===== src/rtl/spi_pkg.sv =====
// spi_pkg: shared FSM state type and transfer constants for the SPI master controller
package spi_pkg;
  localparam int SPI_DATA_W = 8;
  localparam int SPI_HALF_PERIODS = 16;
  typedef enum logic [2:0] {IDLE, SETUP, TRANSFER, HOLD, GAP} spi_state_t;
endpackage


===== src/rtl/spi_shift_reg.sv =====
// spi_shift_reg: parallel-load, shift-left register with enable and serial input
module spi_shift_reg #(
  parameter int W = 8
) (
  input  logic         clock,
  input  logic         reset,
  input  logic         load,
  input  logic [W-1:0] din,
  input  logic         en,
  input  logic         sin,
  output logic [W-1:0] q
);
  // load has priority over shift; shift moves toward the MSB and takes sin at the LSB
  always_ff @(posedge clock or negedge reset)
    if (!reset) q <= '0;
    else if (load) q <= din;
    else if (en) q <= {q[W-2:0], sin};
endmodule


===== src/rtl/spi_master_ctrl.sv =====
// spi_master_ctrl: SPI mode 0 single-byte master sequencer; optional loopback via SPI_LOOPBACK_EN
module spi_master_ctrl
  import spi_pkg::*;
#(
  parameter int CLK_DIV = 4,
  parameter int DATA_W  = SPI_DATA_W
) (
  input  logic              clock,
  input  logic              reset,
  input  logic              io_txValid,
  output logic              io_txReady,
  input  logic [DATA_W-1:0] io_txData,
  output logic              io_rxValid,
  output logic [DATA_W-1:0] io_rxData,
  output logic              io_busy,
  output logic              io_sclk,
  output logic              io_mosi,
  input  logic              io_miso,
`ifdef SPI_LOOPBACK_EN
  input  logic              io_loopback,
`endif
  output logic              io_csn
);
  localparam int CW = CLK_DIV > 1 ? $clog2(CLK_DIV) : 1;
  localparam logic [CW-1:0] CNT_LAST = CW'(CLK_DIV - 1);
  localparam logic [3:0] HP_LAST = 4'(SPI_HALF_PERIODS - 1);
  localparam logic [3:0] HP_LAST_FALL = 4'(SPI_HALF_PERIODS - 2);

  spi_state_t state, state_n;
  logic [CW-1:0] cnt;
  logic [3:0] hp;
  logic sclk_q, sclk_n, csn_q, csn_n, rx_valid_q;
  logic tx_load, tx_en, rx_en, rx_cap;
  logic [DATA_W-1:0] tx_q, rx_q, rx_data_q;
  logic tick, rx_sin;

  assign tick = cnt == CNT_LAST;
`ifdef SPI_LOOPBACK_EN
  assign rx_sin = io_loopback ? tx_q[DATA_W-1] : io_miso;
`else
  assign rx_sin = io_miso;
`endif

  // next-state and per-tick actions; sclk rises on leaving SETUP, then toggles each tick
  always_comb begin
    state_n = state;
    sclk_n = sclk_q;
    csn_n = csn_q;
    tx_load = 1'b0;
    tx_en = 1'b0;
    rx_en = 1'b0;
    rx_cap = 1'b0;
    case (state)
      IDLE: if (io_txValid) begin
        state_n = SETUP;
        csn_n = 1'b0;
        tx_load = 1'b1;
      end
      SETUP: if (tick) begin
        state_n = TRANSFER;
        sclk_n = 1'b1;
        rx_en = 1'b1;
      end
      TRANSFER: if (tick) begin
        sclk_n = hp == HP_LAST ? 1'b0 : ~sclk_q;
        rx_en = !sclk_q && hp != HP_LAST;
        tx_en = sclk_q && hp != HP_LAST_FALL;
        state_n = hp == HP_LAST ? HOLD : TRANSFER;
      end
      HOLD: if (tick) begin
        state_n = GAP;
        csn_n = 1'b1;
        rx_cap = 1'b1;
      end
      GAP: if (tick) state_n = IDLE;
      default: state_n = IDLE;
    endcase
  end

  // state, timing counters and registered pin outputs
  always_ff @(posedge clock or negedge reset)
    if (!reset) begin
      state <= IDLE;
      cnt <= '0;
      hp <= '0;
      sclk_q <= 1'b0;
      csn_q <= 1'b1;
      rx_valid_q <= 1'b0;
      rx_data_q <= '0;
    end else begin
      state <= state_n;
      cnt <= (state == IDLE || tick) ? '0 : cnt + 1'b1;
      hp <= state != TRANSFER ? '0 : tick ? hp + 1'b1 : hp;
      sclk_q <= sclk_n;
      csn_q <= csn_n;
      rx_valid_q <= rx_cap;
      if (rx_cap) rx_data_q <= rx_q;
    end

  spi_shift_reg #(.W(DATA_W)) u_tx (
    .clock(clock), .reset(reset), .load(tx_load), .din(io_txData),
    .en(tx_en), .sin(1'b0), .q(tx_q)
  );

  spi_shift_reg #(.W(DATA_W)) u_rx (
    .clock(clock), .reset(reset), .load(tx_load), .din('0),
    .en(rx_en), .sin(rx_sin), .q(rx_q)
  );

  assign io_txReady = state == IDLE;
  assign io_busy = state != IDLE;
  assign io_sclk = sclk_q;
  assign io_csn = csn_q;
  assign io_mosi = tx_q[DATA_W-1];
  assign io_rxValid = rx_valid_q;
  assign io_rxData = rx_data_q;
endmodule


===== config.mk =====
export PLATFORM = sky130hd
export DESIGN_NAME = spi_master_ctrl
export DESIGN_NICKNAME = d
export VERILOG_FILES = /design/src/rtl/spi_pkg.sv /design/src/rtl/spi_shift_reg.sv /design/src/rtl/spi_master_ctrl.sv
export SDC_FILE = /design/constraint.sdc
export NUM_CORES = 1
export LEC_CHECK = 0
export CORE_AREA = 2 2 62 64
export DETAILED_ROUTE_END_ITERATION = 7
export DIE_AREA = 0 0 64 66
export PLACE_DENSITY = 0.7
export SLEW_MARGIN = 5
export SYNTH_ARGS = -nofsm -noshare
export SYNTH_HDL_FRONTEND = slang
export SYNTH_SLANG_ARGS = --single-unit

===== constraint.sdc =====
create_clock -name clock -period 4.2 [get_ports clock]
set_clock_uncertainty 0.05 [all_clocks]
set_input_delay 0.84 -clock clock [delete_from_list [all_inputs] [get_ports clock]]
set_output_delay 0.84 -clock clock [all_outputs]
set_load 0.01 [all_outputs]

; After elaboration in Yosys (flattened, before gate mapping)
; Index checks and enable logic that the tools add are counted.
[op_classes]
n_addsub = 2
mul = 0
n_div = 0
order_cmp = 0
eq_ne = 14
shifts = 0
mux = 28
n_bitwise = 1
reduce_logical = 14
[op_table]
columns = cell, n
row1 = $mux W8, 4
row2 = $mux W3, 5
row3 = $pmux W3 S5, 1
row4 = $mux W1, 12
row5 = $ne A2 B2 Y1 const B, 5
row6 = $reduce_bool A2 Y1, 5
row7 = $mux W4, 2
row8 = $ne A4 B4 Y1 const B, 2
row9 = $eq A3 B2 Y1 const B, 2
row10 = $pmux W1 S2, 3
row11 = $reduce_and A3 Y1, 2
row12 = $reduce_and A5 Y1, 1
row13 = $add A4 B1 Y4 const B, 1
row14 = $eq A4 B4 Y1 const B, 1
row15 = $eq A3 B1 Y1 const B, 1
row16 = $eq A3 B3 Y1 const B, 1
row17 = $logic_not A3 Y1, 1
row18 = $ne A3 B2 Y1 const B, 1
row19 = $reduce_bool A3 Y1, 1
row20 = $add A2 B1 Y2 const B, 1
row21 = $eq A2 B2 Y1 const B, 1
row22 = $logic_and A1 B1 Y1, 2
row23 = $mux W2, 1
row24 = $logic_not A1 Y1, 1
row25 = other kinds (2), 2
[word_totals]
reg_bits = 36
latch_bits = 0
ram_bits = 0
rom_bits = 0
inputBits = 12
out_inout_bits = 14
elab_cells = 68
mem_count = 0

; Logic depth before layout (Yosys ltp)
; Gate-level depths: netlist of the first run.
[logic_depth]
depth_word = 6
ltp_mapped = 7
mapped_depth_nobuf = 5

; Hierarchy
; Synthesis of the first run repeated with hierarchy kept, for this count alone.
[unflattened]
hier_cells = 147
hier_area_um2 = 1656.6
[modules_own_cells]
columns = mod, instances, cells_per_inst, area_per_inst_um2, seq_area_each_um2
row1 = spi_master_ctrl, 1, 79, 910.9, 501.7
row2 = spi_shift_reg, 2, 34, 372.9, 200.2

; Worst setup path after synthesis of the first run
; Ideal clock, no wire load.
[synth_timing]
kind = register to output
from = register state[1]
to = output port io_busy
t_arrival_ps = 1194
required_time_ps = 3310
setup_slack_ps = 2116
stages_incl_launch_ff = 4
path_cell_list = dfrtp_1 -> buf_6 -> nor3_1 -> inv_1
[synth_between]
elab_chain_len = 1
[synth_lines]
columns = element, line
row1 = start: declaration, spi_master_ctrl.sv:29  ; spi_state_t state, state_n;
row2 = start signal: assignment, spi_master_ctrl.sv:91  ; state <= state_n;
row3 = $reduce_bool A3 Y1, spi_master_ctrl.sv:111  ; assign io_busy = state != IDLE;
row4 = end: declaration, spi_master_ctrl.sv:15  ; output logic io_busy,
; No other way between the ends.

; Worst setup path in the final report of the first run
[layout_timing]
from = register state[1]
to = output port io_txReady
[layout_between]
elab_chain_len = 1
[layout_lines]
columns = element, line
row1 = $logic_not A3 Y1, spi_master_ctrl.sv:110  ; assign io_txReady = state == IDLE;
row2 = end: declaration, spi_master_ctrl.sv:11  ; output logic io_txReady,
; No other way between the ends.

==> summary.txt, run 1 <==
Worst hold path
  – Hold Crit Start: cnt[0]
  – Min-Delay Path Depth: 1
  – Worst hold path type: flop to flop
  – WHS Endpoint: cnt[0]

Synth
  – Multiplexer share of the synthesized area: 8.52%
  – Seq cells post-synth: 36
  – Post-synthesis compound-gate area fraction: 11.5%
  – Syn_nets: 156
  – XOR/XNOR Fraction of Synth Area: 2.17%
  – Asr flop ratio synth: 100%
  – Post-synth EDFFs: 0
  – Distinct cells, synth: 34
  – Synth Area in Simple Gates: 14.0%
  – Area share of fa/ha/maj cells after synthesis: 2.32%
  – Synth Area per Inst: 11.5 µm²
  – Post-synthesis cell count: 141
  – Ys flop type: dfrtp_1
  – Ys Warns: 0
  – Mapped Area: 1620 µm²
  – Seq/Total Area, Yosys: 55.8%
  – Largest family of logic cells by synthesized area: simple AND/OR/NAND/NOR gates

STA
  – # setup viols final: 0
  – RSZ-0062 raised after global routing: false
  – Minimum clock period: 2870 ps
  – Max Freq: 348 MHz
  – Final worst slack: 1330 ps
  – Slew @ Worst Pin: 1080 ps
  – Fin Setup TNS: 0 ps
  – Slew Limit Fails: 0
  – Relative slew slack: 27.9%
  – Final Hold Slack: 414 ps
  – Final Hold Fails: 0
  – Tcrit/Tclk final: 68.4%

Routing
  – Initial DRT Pass Iterations: 4
  – DR iter-0 viols: 74
  – Drt wl/cell: 13.9 µm
  – Routed Antenna Nets: 0
  – DR vias/cell: 5.16
  – DRC: 0
  – Vias: 1110
  – Routed wire length: 2.98 mm

Pwr
  – Leakage: 0.916 nW
  – Design Power: 1.20 mW
  – Switching power: 0.407 mW
  – PD cells: 621 nW/µm²
  – Pint: 0.794 mW
  – Clock power frac: 16.3%
  – Worst vdd ir: 0.218 mV
  – Net Sw Frac: 33.9%
  – Part of the power in registers: 47.9%
  – Comb power frac: 35.8%

Clocking
  – Hold_buf cts: 0
  – Num CTS Buffers: 5
  – CTS tree: yes
  – Post-CTS Resized: 0
  – Clock Sink Count: 36
  – H-tree levels: 2
  – CTS max path bufs: 2
  – Later-pin clock latency in the skew report: 330 ps
  – Post-CTS Setup Bufs: 0
  – Worst-path clk slew: 110 ps
  – CTS root buffer: clkbuf_4

Placement
  – Port buffer count: 25
  – Placed insts: 207
  – DP Area: 1870 µm²
  – Post-DP HPWL: 2.06 mm
  – Pre-CTS WS: 1720 ps
  – Gp weighted congestion: 0.701

Global routing
  – Largest net degree at the start of global routing: 37
  – Vias in the first global route: 1104
  – First-pass GRT wire length: 5.07 mm
  – Global router's overall resource usage: 15.9%
  – GRT overflow: 0
  – Initial antenna violation count: 0

Cells and area
  – Util after Layout: 54.5%
  – Synth-to-layout area growth: 19.8%
  – Design area: 1930 µm²
  – Number of fill cells: 305
  – Final nets: 181
  – Diodes inserted: 0
  – Most frequent cells in the layout: dfrtp_1 (35), clkdlybuf4s50_1 (25), nor2_1 (13), nand2_1 (12), inv_1 (8)
  – Commonest non-fill, non-tap cell in the layout: dfrtp_1
  – Fin cells: 215
  – Share of cells above drive strength 1: 12.0%

Worst setup path
  – CP cell instances: nor3_1 > clkdlybuf4s50_1
  – CP max stage delay: 640 ps
  – CP max FO: 10
  – Crit start category: flop
  – R2R depth: 5
  – Reg2reg end: u_rx.q[3]
  – CP bufs+invs: 1
  – RR Startpoint: cnt[0]
  – Critical Path RT: 3310 ps
  – CP Data Arrival Time: 1980 ps
  – Slowest cell on crit path: clkdlybuf4s50_1
  – Delay-heaviest family, CP: buffers and inverters
  – WS Path Type: flop to output pin
  – Crit end category: output pin
  – Flop2flop setup slack: 1830 ps

Floorplanning
  – # IOs: 26
  – Chip Height: 66 µm
  – Die width: 64 µm
  – Die area: 4220 µm²
  – Initial Utilization: 45.5%
  – Core area: 3550 µm²
  – Row cnt: 22

Run status
  – Outcome: complete, no violations

Job
  – Number of max-cap violations: 0
## per-layer routing
metal	GRT usage (%)	share of wire (%)	vias to the layer above
met1	18.6	46	548
met2	26.3	48	25
met5	0	0	-
met4	7.07	0.74	0
li1	-	-	535
met3	5.45	5.2	2
## layout make-up
type	count	area (µm²)	area share (%)
repair buffers	26	258	13.3
clock buffers	7	55.1	2.85
multi-input cells	89	622	32.1
flip-flops and latches	36	902	46.6
well taps	48	60.1	3.10
inverters	8	30.0	1.55
clock inverters	1	7.51	0.388
## cells in the mapped netlist (3+ instances only)
cell type / instances / area [µm²]
nor2_1: 13 / 48.8
a22o_1: 4 / 35.0
o21ai_0: 7 / 35.0
a21oi_1: 3 / 15.0
nand3_1: 4 / 20.0
ha_1: 3 / 37.5
mux2_2: 6 / 67.6
mux2i_1: 7 / 70.1
buf_6: 3 / 33.8
inv_1: 8 / 30.0
nand2_1: 12 / 45.0
xor2_1: 3 / 26.3
dfrtp_1: 35 / 876
a21o_1: 4 / 30.0
nor3b_1: 3 / 22.5
## how the worst max path moves through the flow
| stage | endpoint | startpoint | depth (start not counted) |
|---|---|---|---|
| 2_1_floorplan | io_busy | state[1] | 3 |
| 3_3_place_gp | io_txReady | state[1] | 2 |
| 3_5_place_dp | io_txReady | state[1] | 2 |
| 4_1_cts | io_txReady | state[1] | 2 |
| 5_1_grt | io_txReady | state[1] | 2 |
| 6_report | io_txReady | state[1] | 2 |
## flip-flops by register name, indices dropped and copies added (netlist names)
signal and cells:
cnt 2, hp 4, io_csn 1, io_rxData 8, io_rxValid 1, io_sclk 1, state 3, u_rx.q 8
u_tx.q 8
## cell families after synthesis
group / after synthesis
fa+ha+maj: 3
flops: 36
compound gates: 25
xor+xnor: 4
mux: 13
buf+inv: 16
simple gates: 44
## power by group through the flow
stage / sequential [mW] / clock, mW / combinational (mW)
3_3_place_gp: 0.572 / 0 / 0.420
2_1_floorplan: 0.566 / 0 / 0.288
5_1_grt: 0.592 / 0.220 / 0.478
4_1_cts: 0.575 / 0.200 / 0.436
6_report: 0.576 / 0.196 / 0.430
3_5_place_dp: 0.582 / 0 / 0.434
No activity file was read; power rests on OpenSTA's default activity.
==> run 2: changes to the inputs <==
clock period = 2.94 ns   (was 4.2 ns; I/O delays follow)
==> run 2 against run 1 <==
  * Hold slack got worse by 4.3 ps
  * Core utilization up 0.60 points
  * Sequential power rose by 42%
  * Register-to-register slack got worse by 1100 ps
  * Total power is 48% higher
  * Critical path type unchanged
  * Highest routed layer unchanged
==> summary.txt, run 2 (synthesis results as in run 1) <==
Floorplanning
  – Initial Utilization: 45.5% (unchanged)
  – Die area: 4220 µm² (unchanged)
  – # IOs: 26 (unchanged)
  – Die width: 64 µm (unchanged)
  – Row cnt: 22 (unchanged)
  – Chip Height: 66 µm (unchanged)
  – Core area: 3550 µm² (unchanged)

Clocking
  – CTS max path bufs: 2 (unchanged)
  – Post-CTS Resized: 0 (unchanged)
  – Post-CTS Setup Bufs: 0 (unchanged)
  – Clock Sink Count: 36 (unchanged)
  – CTS root buffer: clkbuf_4 (unchanged)
  – Worst-path clk slew: 110 ps (about the same)
  – Later-pin clock latency in the skew report: 340 ps (was 330 ps)
  – H-tree levels: 2 (unchanged)
  – CTS tree: yes (unchanged)
  – Hold_buf cts: 0 (unchanged)
  – Num CTS Buffers: 5 (unchanged)

Worst setup path
  – Critical Path RT: 2300 ps (was 3310 ps)
  – CP max stage delay: 640 ps (about the same)
  – Crit start category: flop (unchanged)
  – CP Data Arrival Time: 1970 ps (was 1980 ps)
  – CP cell instances: nor3_1 > clkdlybuf4s50_1 (unchanged)
  – Crit end category: output pin (unchanged)
  – WS Path Type: flop to output pin (unchanged)
  – Slowest cell on crit path: clkdlybuf4s50_1 (unchanged)
  – CP max FO: 10 (unchanged)

STA
  – Slew Limit Fails: 0 (unchanged)
  – Fin Setup TNS: 0 ps (unchanged)
  – Max Freq: 383 MHz
  – Relative slew slack: 58.6% (was 27.9%)
  – RSZ-0062 raised after global routing: false (unchanged)
  – # setup viols final: 0 (unchanged)
  – Slew @ Worst Pin: 621 ps (was 1080 ps)
  – Final Hold Fails: 0 (unchanged)
  – Minimum clock period: 2610 ps
  – Final Hold Slack: 410 ps (was 414 ps)
  – Final worst slack: 332 ps (was 1330 ps)
  – Tcrit/Tclk final: 88.7%

Routing
  – Routed Antenna Nets: 0 (unchanged)
  – DRC: 0 (unchanged)
  – Routed wire length: 2.89 mm (was 2.98 mm)
  – Initial DRT Pass Iterations: 4 (unchanged)
  – DR vias/cell: 5.02 (was 5.16)
  – Drt wl/cell: 13.4 µm (was 13.9 µm)
  – DR iter-0 viols: 62 (was 74)
  – Vias: 1084 (was 1110)

Cells and area
  – Diodes inserted: 0 (unchanged)
  – Commonest non-fill, non-tap cell in the layout: dfrtp_1 (unchanged)
  – Final nets: 182 (was 181)
  – Share of cells above drive strength 1: 12.5% (was 12.0%)
  – Most frequent cells in the layout: dfrtp_1 (35), clkdlybuf4s50_1 (25), nor2_1 (13), nand2_1 (12), inv_1 (8) (unchanged)
  – Synth-to-layout area growth: 21.1% (was 19.8%)

Run status
  – Outcome: complete, no violations (unchanged)

Placement
  – Pre-CTS WS: 684 ps (was 1720 ps)
  – Port buffer count: 25 (unchanged)
  – Post-DP HPWL: 2.01 mm (was 2.06 mm)
  – Gp weighted congestion: 0.709 (was 0.701)

Pwr
  – PD cells: 906 nW/µm² (was 621 nW/µm²)
  – Leakage: 0.931 nW (was 0.916 nW)
  – Worst vdd ir: 0.386 mV (was 0.218 mV)

Global routing
  – First-pass GRT wire length: 5.02 mm (was 5.07 mm)
  – Global router's overall resource usage: 15.7% (was 15.9%)
  – Largest net degree at the start of global routing: 37 (unchanged)
  – GRT overflow: 0 (unchanged)
  – Vias in the first global route: 1081 (was 1104)
  – Initial antenna violation count: 0 (unchanged)

Job
  – Number of max-cap violations: 0 (unchanged)

Worst hold path
  – Worst hold path type: flop to flop (unchanged)
## run 2: worst paths after layout
kind | start | endpoint | slack [ps] | cells after the start
setup / recovery | state[1] | io_txReady | 330 | 2
min in group asynchronous | reset | u_tx.q[3] | 600 | 2
max in group asynchronous | reset | io_csn | 1890 | 2
hold reg to reg | cnt[0] | cnt[0] | 410 | 1
setup reg to reg | state[1] | u_tx.q[2] | 770 | 4
hold / removal | cnt[0] | cnt[0] | 410 | 1
## run 2: cell type report
type                    instances  area [µm²]
clock buffers                   6        41.3
clock inverters                 2        35.0
fillers                       291        1600
inverters                       8        30.0
multi-input cells              89         622
flip-flops and latches         36         902
well taps                      48        60.1
repair buffers                 27         265
## run 2: per-layer routing
metal	vias to the layer above	global-route usage [%]	wire, µm
li1	529	-	-
met1	522	20.2	1310
met2	26	24.2	1380
met3	7	4.77	154
met4	0	7.07	49
met5	-	0	0
## run 2: per-stage QoR
step	instance area [µm²]	cells	util [%]	power, mW
after floorplan	1620	141	-	1.22
after global placement	1880	208	52.9	1.42
after detailed placement	1880	208	52.9	1.45
after CTS	1960	216	55.1	1.79
after global routing	1960	216	55.1	1.91
final	1960	216	55.1	1.77
## run 2: power breakdown
part / internal [mW] / total, mW / leakage [nW] / switching (mW)
registers: 0.684 / 0.818 / 0.472 / 0.134
clock network: 0.178 / 0.335 / 0.0422 / 0.157
logic: 0.338 / 0.619 / 0.417 / 0.281
total: 1.20 / 1.77 / 0.931 / 0.572
## run 2: worst max-delay path, delay by kind of cell, from the launching register on
| kind | cells | cell delay [ps] |
|---|---|---|
| simple gates | 1 | 510 |
| buf+inv | 1 | 640 |
| flops | 1 | 490 |
